==> config.mk <==
export PLATFORM = sky130hd
export DESIGN_NAME = mult_job_sequencer
export DESIGN_NICKNAME = d
export VERILOG_FILES = /design/src/rtl/mult_seq_pkg.sv /design/src/rtl/mult_job_sequencer.sv
export SDC_FILE = /design/constraint.sdc
export NUM_CORES = 1
export LEC_CHECK = 0
export ABC_AREA = 1
export BUFFER_PORTS_ARGS = -buffer_cell sky130_fd_sc_hd__buf_2
export CORE_MARGIN = 3
export CORE_UTILIZATION = 40
export CTS_BUF_LIST = sky130_fd_sc_hd__clkbuf_16
export DETAILED_ROUTE_END_ITERATION = 8
export GPL_TIMING_DRIVEN = 0
export HOLD_SLACK_MARGIN = 0.15
export PLACE_DENSITY = 0.65
export SETUP_SLACK_MARGIN = 0.05
export SYNTH_ARGS = -nofsm -noshare
export SYNTH_HDL_FRONTEND = slang
export SYNTH_SLANG_ARGS = --single-unit
==> constraint.sdc <==
create_clock -name CLK -period 2.01 [get_ports CLK]
set_clock_uncertainty 0.05 [all_clocks]
set_input_delay 0.603 -clock CLK [delete_from_list [all_inputs] [get_ports CLK]]
set_output_delay 0.603 -clock CLK [all_outputs]
set_load 0.05 [all_outputs]
==> src/rtl/mult_seq_pkg.sv <==
// Shared types and constants for the repeated-add multiplier job sequencer.
package mult_seq_pkg;

    typedef enum logic [1:0] {
        ST_IDLE   = 2'd0,
        ST_LAUNCH = 2'd1,
        ST_WAIT   = 2'd2,
        ST_DONE   = 2'd3
    } state_t;

    // Edges from the accept edge to the product sampling edge, beyond the iteration count.
    localparam int LAT_OFFSET = 4;

    function automatic int cnt_width(input int width_in);
        return width_in + 1;
    endfunction

endpackage

==> src/rtl/mult_job_sequencer.sv <==
// Feeds operand pairs to the free-running repeated-add multiplier, aligns its phase via
// its reset and returns the product. Optional macro OPERAND_SWAP_EN: smaller operand sets iteration count.
//
// state  | meaning
// IDLE   | ready for an operand pair, multiplier released
// LAUNCH | multiplier held in reset for one cycle
// WAIT   | counting down to the product sampling edge
// DONE   | product presented, waiting for out_ready
module mult_job_sequencer
    import mult_seq_pkg::*;
#(
    parameter int WIDTH_IN  = 8,
    parameter int WIDTH_OUT = 16
) (
    input  logic                 CLK,
    input  logic                 RST,
    input  logic                 in_valid,
    output logic                 in_ready,
    input  logic [WIDTH_IN-1:0]  in_a,
    input  logic [WIDTH_IN-1:0]  in_b,
    output logic                 out_valid,
    input  logic                 out_ready,
    output logic [WIDTH_OUT-1:0] out_product,
    output logic                 mult_rst_n,
    output logic [WIDTH_IN-1:0]  mult_multiplicand,
    output logic [WIDTH_IN-1:0]  mult_multiplier,
    input  logic [WIDTH_OUT-1:0] mult_product
);

    localparam int CNT_W = cnt_width(WIDTH_IN);

    state_t             state;
    logic [CNT_W-1:0]   cnt;
    logic [WIDTH_IN-1:0] sel_multiplicand;
    logic [WIDTH_IN-1:0] sel_multiplier;

    assign in_ready = (state == ST_IDLE) && !RST;

`ifdef OPERAND_SWAP_EN
    // Smaller operand drives the iteration count; ties keep A as multiplicand.
    always_comb begin
        sel_multiplicand = in_a;
        sel_multiplier   = in_b;
        if (in_a < in_b) begin
            sel_multiplicand = in_b;
            sel_multiplier   = in_a;
        end
    end
`else
    always_comb begin
        sel_multiplicand = in_a;
        sel_multiplier   = in_b;
    end
`endif

    always_ff @(posedge CLK) begin
        if (RST) begin
            state             <= ST_IDLE;
            out_valid         <= 1'b0;
            out_product       <= '0;
            mult_rst_n        <= 1'b0;
            mult_multiplicand <= '0;
            mult_multiplier   <= '0;
            cnt               <= '0;
        end else begin
            case (state)
                ST_IDLE: begin
                    mult_rst_n <= 1'b1;
                    if (in_valid && in_ready) begin
                        mult_multiplicand <= sel_multiplicand;
                        mult_multiplier   <= sel_multiplier;
                        mult_rst_n        <= 1'b0;
                        state             <= ST_LAUNCH;
                    end
                end
                ST_LAUNCH: begin
                    mult_rst_n <= 1'b1;
                    cnt        <= CNT_W'(mult_multiplier) + CNT_W'(LAT_OFFSET - 2);
                    state      <= ST_WAIT;
                end
                ST_WAIT: begin
                    // Product was written one edge earlier, so it is stable here even for M=0.
                    if (cnt == '0) begin
                        out_product <= mult_product;
                        out_valid   <= 1'b1;
                        state       <= ST_DONE;
                    end else begin
                        cnt <= cnt - 1'b1;
                    end
                end
                ST_DONE: begin
                    if (out_ready) begin
                        out_valid <= 1'b0;
                        state     <= ST_IDLE;
                    end
                end
                default: state <= ST_IDLE;
            endcase
        end
    end

endmodule

Word-level counts from Yosys, hierarchy flattened
Cells that the tools add are included.
Word-level totals
  register bits after elaboration: 45
  bits of input ports: 36
  output and inout bits: 35
  logic and storage cells: 40
Cells by class
  add/sub/neg operators: 2
  eq/ne operators: 7
  mux-type cells: 11
  reduce and logical (&&, ||, !) cells: 13
Operators with widths (count)
  one-hot mux 9 bit (2 select lines): 1
  adder 8 x 2 -> 9 bit, second input constant: 1
  zero test 9 bit: 1
  2-to-1 mux 9 bit: 1
  subtractor 9 x 1 -> 9 bit, second input constant: 1
  one-hot mux 2 bit (4 select lines): 1
  2-to-1 mux 2 bit: 3
  != test 2 bit, second input constant: 3
  AND reduction 2 bit: 3
  AND reduction 3 bit: 2
  nonzero test 2 bit: 3
  == test 2 bit, second input constant: 2
  one-hot mux 1 bit (2 select lines): 2
  2-to-1 mux 1 bit: 3
  == test 2 x 1 -> 1 bit, second input constant: 1
  logical AND 1 bit: 2
  zero test 2 bit: 1
  != test 2 x 1 -> 1 bit, second input constant: 1
  zero test 1 bit: 1

Longest topological paths before layout
Gate-level depths: netlist (run 1).
  depth in word-level cells: 5
  depth in mapped cells: 10
  gate-level depth less buffers: 10

Worst setup path before layout (run 1)
OpenSTA, ideal clock, no wires.
  path type: flip-flop to flip-flop
  from: register state[0]
  to: register mult_multiplier[4]
  library setup time: 0.128 ns
  data arrival time: 1.934 ns
  required time: 1.832 ns
  setup slack: -0.102 ns
  stages on the path, launching flop included: 9
  path buffers: 1
  clock period less this slack: 2.112 ns
  path through: dfxtp_1 -> inv_1 -> ha_1 -> inv_1 -> nor2_1 -> nand2_1 -> clkbuf_1 -> o21ai_0 -> a21oi_1
Between the ends
  cells in the longest elaborated chain, start to end: 4
Ends and longest elaborated chain
  from (decl): line mult_job_sequencer.sv:32  | state_t state;
  from (signal assigned): line mult_job_sequencer.sv:58  | state <= ST_IDLE;
  from (signal assigned): line mult_job_sequencer.sv:73  | state <= ST_LAUNCH;
  from (signal assigned): line mult_job_sequencer.sv:79  | state <= ST_WAIT;
  zero test 2 bit: line mult_job_sequencer.sv:37  | assign in_ready = (state == ST_IDLE) && !RST;
  logical AND 1 bit: line mult_job_sequencer.sv:37
  via in_ready: line mult_job_sequencer.sv:18  | output logic in_ready,
  logical AND 1 bit: line mult_job_sequencer.sv:69  | if (in_valid && in_ready) begin
  AND reduction 2 bit (no line)
  to (signal assigned): line mult_job_sequencer.sv:71  | mult_multiplier <= sel_multiplier;
  to (decl): line mult_job_sequencer.sv:26  | output logic [WIDTH_IN-1:0] mult_multiplier,
The timed path passes the listed nets, and every way through them passes these cells.
A chain may end at the register's enable or synchronous reset.

Final worst setup path (run 1)
  from: register state[0]
  to: output port in_ready
Between the ends
  cells in the longest elaborated chain, start to end: 2
Ends and longest elaborated chain (line)
  zero test 2 bit: mult_job_sequencer.sv:37
  logical AND 1 bit: mult_job_sequencer.sv:37
  to (decl): mult_job_sequencer.sv:18
No other way between the ends.

==> results of run 1 <==
-- repair_timing --
| action | in CTS | in global routing |
|---|---|---|
| buffers inserted | 0 | 0 |
| resized for setup | 1 | 3 |
| endpoints found under the setup margin | 1 | 1 |
| endpoints found under the hold margin | 0 | 0 |
-- power by group through the flow --
stage / clock, mW / sequential (mW) / combinational, mW
2_1_floorplan: 0 / 1.60 / 1.29
3_5_place_dp: 0 / 1.25 / 2.06
3_3_place_gp: 0 / 1.25 / 2.03
4_1_cts: 1.07 / 1.23 / 2.08
5_1_grt: 1.11 / 1.26 / 2.32
6_report: 1.05 / 1.24 / 2.08
-- worst reg2reg max path, cell delays in order, from the launching register on --
cell     delay (ps)
dfxtp_1         310
inv_1           110
ha_1            240
nand3_2         120
nor2_4          150
nand3_4         170
buf_2           240
nand2_1         100
a21oi_2          50
-- state kept, by name (all words and copies together), names as in the netlist --
register / count
state: 2
cnt: 9
mult_rst_n: 1
out_valid: 1
mult_multiplicand: 8
out_product: 16
mult_multiplier: 8
-- path summary, 6_finish.rpt --
check	end	cells after the start	slack, ps
worst min-delay path	mult_multiplicand[1]	2	410
worst max register to register	out_product[15]	8	340
worst max-delay path	in_ready	5	130
worst min register to register	mult_multiplicand[1]	2	410
-- routing by layer --
layer  part of all wire, %  vias to the layer above  track usage (%)
met2                    47                       47             27.1
met5                     0                        -                0
met1                    46                      914             20.9
li1                      -                     1089                -
met3                   6.2                        5             4.51
met4                   1.1                        0             4.64
-- layout make-up --
| type | instances | area share (%) |
|---|---|---|
| multi-input cells | 212 | 39.2 |
| flip-flops and latches | 45 | 32.1 |
| repair buffers | 70 | 12.7 |
| clock buffers | 5 | 4.45 |
| inverters | 25 | 3.52 |
| well taps | 70 | 3.12 |
| plain buffers | 12 | 2.67 |
| clock inverters | 3 | 2.32 |
-- through the flow --
stage | utilization, % | hold slack [ps] | setup slack (ps) | cell area [sq um]
floorplan | - | 410 | 179 | 2170
detailed placement | 50.5 | 404 | 246 | 2610
finish | 54.3 | 410 | 126 | 2810
global placement | 50.5 | 396 | 251 | 2610
global route | 54.3 | 425 | 42.9 | 2810
CTS | 54.2 | 412 | 71.6 | 2810
-- kinds of logic (layout without fill, tap and decap cells) --
kind of cell	after synthesis	count (layout)	share of synthesized area (%)
adder cells (fa/ha/maj)	7	7	4.03
XOR/XNOR	3	3	1.21
multiplexers	2	2	0.922
flip-flops	45	45	41.5
AND/OR/NAND/NOR	152	152	31.2
AO/OA/AOI/OAI	48	48	13.1
buffers and inverters	37	115	8.01
-- layout by cell type, fill, tap and decap left out, types with 3 or more instances in the layout --
master	synthesis	routed
ha_1	7	7
nand3_1	24	24
nand2_2	11	11
nor2_1	26	25
buf_2	5	74
clkbuf_16	0	5
inv_2	3	5
dfxtp_1	45	45
nand2_1	83	83
a21oi_2	12	12
o21ai_0	13	13
clkbuf_1	4	4
inv_1	21	19
o21ai_1	3	3
a21oi_1	20	20
==> impl_metrics.env, run 1 <==
export IMPL_clockPowerShare_pct=24.0
export IMPL_cts_tree="yes"
export IMPL_synth_most_common_cell="nand2_1"
export IMPL_ys_ff_latch=45
export IMPL_setup_viol=0
export IMPL_cap_violations=0
export IMPL_drive_above_1_share_pct=32.5
export IMPL_wl_per_cell_um=11.3
export IMPL_seqPwrFrac_pct=28.3
export IMPL_grt_ovfl_total=0
export IMPL_first_pass_iters=4
export IMPL_cts_htree_levels=2
export IMPL_holdBufCountCts=0
export IMPL_grt_max_degree=15
export IMPL_cts_sinks=45
export IMPL_critPathCaptureType="primary output"
export IMPL_synth_edf_count=0
export IMPL_dp_cells=434
export IMPL_cts_root_buffer="clkbuf_16"
export IMPL_fin_nets=414
export IMPL_fin_tns_setup_ps=0
export IMPL_vias=2055
export IMPL_hold_path_class="reg -> reg"
export IMPL_synthCells=294
export IMPL_slowest_delay_ps=340
export IMPL_dpl_hpwl_mm=3.73
export IMPL_drv_slew=0
export IMPL_final_cell_count_no_fill=442
export IMPL_die_h_um=79.7
export IMPL_fp_dieArea_sq_mm=0.00635
export IMPL_tightest_slew_ps=484
export IMPL_ant_nets=0
export IMPL_status="finished clean"
export IMPL_power_switching_mw=1.90
export IMPL_powerDensity_mw_per_mm2=1560
export IMPL_yosysSeqAreaShare_pct=41.5
export IMPL_first_global_vias=1859
export IMPL_vdd_ir_drop_max_v=0.000805
export IMPL_clkLatencyLatePin_ps=280
export IMPL_ios=71
export IMPL_grt_pass1_wl_mm=8.34
export IMPL_clockBufferDepth=2
export IMPL_synth_commonest_cells="nand2_1, dfxtp_1, nor2_1"
export IMPL_p_total_mw=4.37
export IMPL_switching_share_pct=43.5
export IMPL_cts_buffers=5
export IMPL_drtIter0Drc=93
export IMPL_areaGrowthSynthToFinish_pct=29.3
export IMPL_async_reset_ff_share_pct=0
export IMPL_drt_total_wl_mm=5.01
export IMPL_path_cells="inv_2 -> ha_1 -> inv_1 -> nor2_2 -> buf_6"
export IMPL_syn_area_per_cell_sq_um=7.39
export IMPL_syn_nets=337
export IMPL_core_rowCount=26
export IMPL_startpoint="state[0]"
export IMPL_syn_area_sq_mm=0.00217
export IMPL_cp_max_fo=4
export IMPL_ff_latch_area_sq_um=901
export IMPL_route_detailed_drc=0
export IMPL_max_slew_margin_pct=67.7
export IMPL_core_area_sq_mm=0.00517
export IMPL_final_hold_viol_count=0
export IMPL_clk_pin_slew_ps=60
export IMPL_routed_via_density=4.65
export IMPL_path_buf_inv=3
export IMPL_finalCritPeriodShare_pct=93.8
export IMPL_p_int_mw=2.47
export IMPL_rsz0062_at_grt="false"
export IMPL_place_congestion=0.735
export IMPL_yosys_warnings=0
export IMPL_antenna_found_initial=0
export IMPL_ys_types=27
export IMPL_antennaDiodeCount=0
export IMPL_comb_power_share_pct=47.6
export IMPL_worstHoldStart="mult_multiplicand[1]"
export IMPL_grt_usage_pct=16.4
export IMPL_start_util_pct=42.0
export IMPL_synthTopCellsByArea="dfxtp_1, nand2_1, nand3_1"
export IMPL_fillers=503
export IMPL_slowest_stage="dfxtp_1"
export IMPL_critPathLaunchType="flop"
export IMPL_critPathTopFamily="flip-flops"
export IMPL_synth_top_area_share_pct=41.5
export IMPL_portBuffers=70
export IMPL_fmax_mhz=531
export IMPL_synth_top_area_cell="dfxtp_1"
export IMPL_critPathKind="reg -> out"
export IMPL_reg2reg_from="cnt[0]"
export IMPL_critPathArrivalTime_ps=1230
export IMPL_p_leak_nw=1.39
export IMPL_fin_crit_ps=1880
export IMPL_die_w_um=79.7
export IMPL_multi_input_area_sq_mm=0.00110
export IMPL_worst_ep_required_time_ps=1360
export IMPL_ys_flop_type="dfxtp_1"
Power figures use the tool's default switching activity.
==> run 2: changes to the inputs <==
--- a/config.mk
+++ b/config.mk
@@ -6,6 +6,7 @@
 export NUM_CORES = 1
 export LEC_CHECK = 0
 export ABC_AREA = 1
+export ABC_CLOCK_PERIOD_IN_PS = 2300
 export BUFFER_PORTS_ARGS = -buffer_cell sky130_fd_sc_hd__buf_2
 export CORE_MARGIN = 3
 export CORE_UTILIZATION = 40
==> constraint.sdc (replaced) <==
create_clock -name CLK -period 2.3 [get_ports CLK]
set_clock_uncertainty 0.05 [all_clocks]
set_input_delay 0.69 -clock CLK [delete_from_list [all_inputs] [get_ports CLK]]
set_output_delay 0.69 -clock CLK [all_outputs]
set_load 0.05 [all_outputs]
==> run 2 against run 1 <==
Compared with the run above:
- power down 19%
- largest cell class unchanged
- wire length down 0.62%
- count of clock-buffer cells in the layout unchanged
- worst setup slack better by 50 ps
- critical path depth unchanged
- highest routed layer unchanged
- register-to-register slack better by 270 ps
==> impl_metrics.env, run 2 (synthesis gave the netlist of run 1 again) <==
export IMPL_worstHoldEndpoint="out_product[14]"
export IMPL_grt_ovfl_total=0
export IMPL_p_leak_nw=1.35
export IMPL_cts_tree="yes"
export IMPL_ios=71
export IMPL_clockPowerShare_pct=19.2
export IMPL_rsz0062_at_grt="false"
export IMPL_fp_dieArea_sq_mm=0.00635
export IMPL_cts_root_buffer="clkbuf_16"
export IMPL_grt_usage_pct=16.1
export IMPL_timing_rr_end="cnt[5]"
export IMPL_cap_violations=0
export IMPL_antennaDiodeCount=0
export IMPL_p_int_mw=1.92
export IMPL_first_global_vias=1818
export IMPL_whs_ps=408
export IMPL_whs_path_depth=2
export IMPL_vdd_ir_drop_max_v=0.000678
export IMPL_reg_top3="out_product: 16 flops, cnt: 9 flops"
export IMPL_die_w_um=79.7
export IMPL_worst_ep_required_time_ps=1560
export IMPL_drive_above_1_share_pct=31.3
export IMPL_mostFrequentLayoutCell="nand2_1"
export IMPL_wl_per_cell_um=11.3
export IMPL_critPathCaptureType="primary output"
export IMPL_mostFrequentLayoutCells="nand2_1, buf_2, dfxtp_1"
export IMPL_status="finished clean"
export IMPL_ant_nets=0
export IMPL_clkLatencyLatePin_ps=280
export IMPL_switching_share_pct=46.0
export IMPL_critPathKind="reg -> out"
export IMPL_cts_buffers=5
export IMPL_final_hold_viol_count=0
export IMPL_tightest_slew_ps=495
export IMPL_design_area_sq_mm=0.00275
export IMPL_vias=2077
export IMPL_start_util_pct=42.0
export IMPL_reg2reg_from="cnt[0]"
export IMPL_grt_pass1_wl_mm=8.20
export IMPL_cts_setup_buffers=0
export IMPL_fmax_mhz=471
export IMPL_worstHoldStart="out_product[14]"
export IMPL_fin_crit_ps=2120
export IMPL_cp_max_fo=4
export IMPL_core_rowCount=26
export IMPL_route_detailed_drc=0
export IMPL_clockBufferDepth=2
export IMPL_finalCritPeriodShare_pct=92.4
export IMPL_drt_total_wl_mm=4.98
export IMPL_power_switching_mw=1.64
export IMPL_core_area_sq_mm=0.00517
export IMPL_place_congestion=0.753
export IMPL_fin_tns_setup_ps=0
export IMPL_largest_register="out_product"
export IMPL_powerDensity_mw_per_mm2=1300
export IMPL_dpl_hpwl_mm=3.76
export IMPL_drtIter0Drc=93
export IMPL_die_h_um=79.7
export IMPL_first_pass_iters=4
export IMPL_clk_pin_slew_ps=60
export IMPL_ff2ff_setup_slack_ps=610
export IMPL_hold_path_class="reg -> reg"
export IMPL_antenna_found_initial=0
export IMPL_fin_nets=414
export IMPL_comb_power_share_pct=50.5
export IMPL_max_slew_margin_pct=67.0
export IMPL_cts_htree_levels=2
export IMPL_p_total_mw=3.56
export IMPL_fillers=525
export IMPL_critPathArrivalTime_ps=1380
export IMPL_cts_sinks=45
export IMPL_r2r_cells=10
export IMPL_critPathLaunchType="flop"
export IMPL_holdBufCountCts=0
export IMPL_placement_cell_area_sq_mm=0.00261
export IMPL_areaGrowthSynthToFinish_pct=26.6
export IMPL_drv_slew=0
export IMPL_routed_via_density=4.71
export IMPL_largest_reg_flops=16
export IMPL_grt_max_degree=14
export IMPL_seqPwrFrac_pct=30.3
export IMPL_setup_viol=0
export IMPL_portBuffers=70
[run 2: cell type report]
class                      instances  area [sq um]  share of cell area, %
clock inverter                     2          11.3                  0.410
clock buffer                       5           125                   4.55
inverter                          25          98.8                   3.60
sequential                        45           901                   32.8
timing repair buffer              70           353                   12.8
multi-input combinational        212          1100                   39.9
tap                               70          87.6                   3.19
buffer                            12          75.1                   2.73
[run 2: how the worst max path moves through the flow]
| stage | start | endpoint | slack [ps] | cells after the start |
|---|---|---|---|---|
| after detailed placement | RST | in_ready | 290 | 3 |
| after CTS | state[1] | in_ready | 130 | 5 |
| after global placement | RST | in_ready | 290 | 3 |
| after global routing | state[1] | in_ready | 70 | 5 |
| after floorplan | RST | mult_multiplier[4] | 110 | 5 |
| final | state[1] | in_ready | 180 | 5 |
[run 2: metal layers]
layer | up-vias | share of wire, % | track usage (%) | wire length, um
li1 | 1091 | - | - | -
met1 | 934 | 46 | 20.6 | 2310
met2 | 45 | 47 | 26.3 | 2350
met3 | 7 | 5.0 | 4.06 | 251
met4 | 0 | 1.3 | 5.67 | 67
met5 | - | 0 | 0 | 0
[run 2: what timing repair did]
action / CTS / global route
setup endpoints to repair: 0 / 1
endpoints found under the hold margin: 0 / 0
resized for setup: 0 / 1
[run 2: power by group through the flow]
stage | Clock, mW | Combinational, mW | Sequential (mW)
after floorplan | 0 | 1.13 | 1.39
after global placement | 0 | 1.77 | 1.09
after detailed placement | 0 | 1.80 | 1.10
after CTS | 0.702 | 1.81 | 1.08
after global routing | 0.729 | 2.02 | 1.11
final | 0.682 | 1.80 | 1.08
[run 2: critical path: stages (launching register included)]
cell and delay, ps:
dfxtp_1 330, inv_1 120, ha_1 180, inv_1 60, nor2_1 150, clkbuf_4 260
[run 2: per-stage QoR]
stage	setup WS, ps	util [%]	std cells
floorplan	112	-	294
finish	175	53.1	441
global route	70.2	53.1	441
CTS	135	53.1	441
detailed placement	291	50.5	434
global placement	286	50.5	434
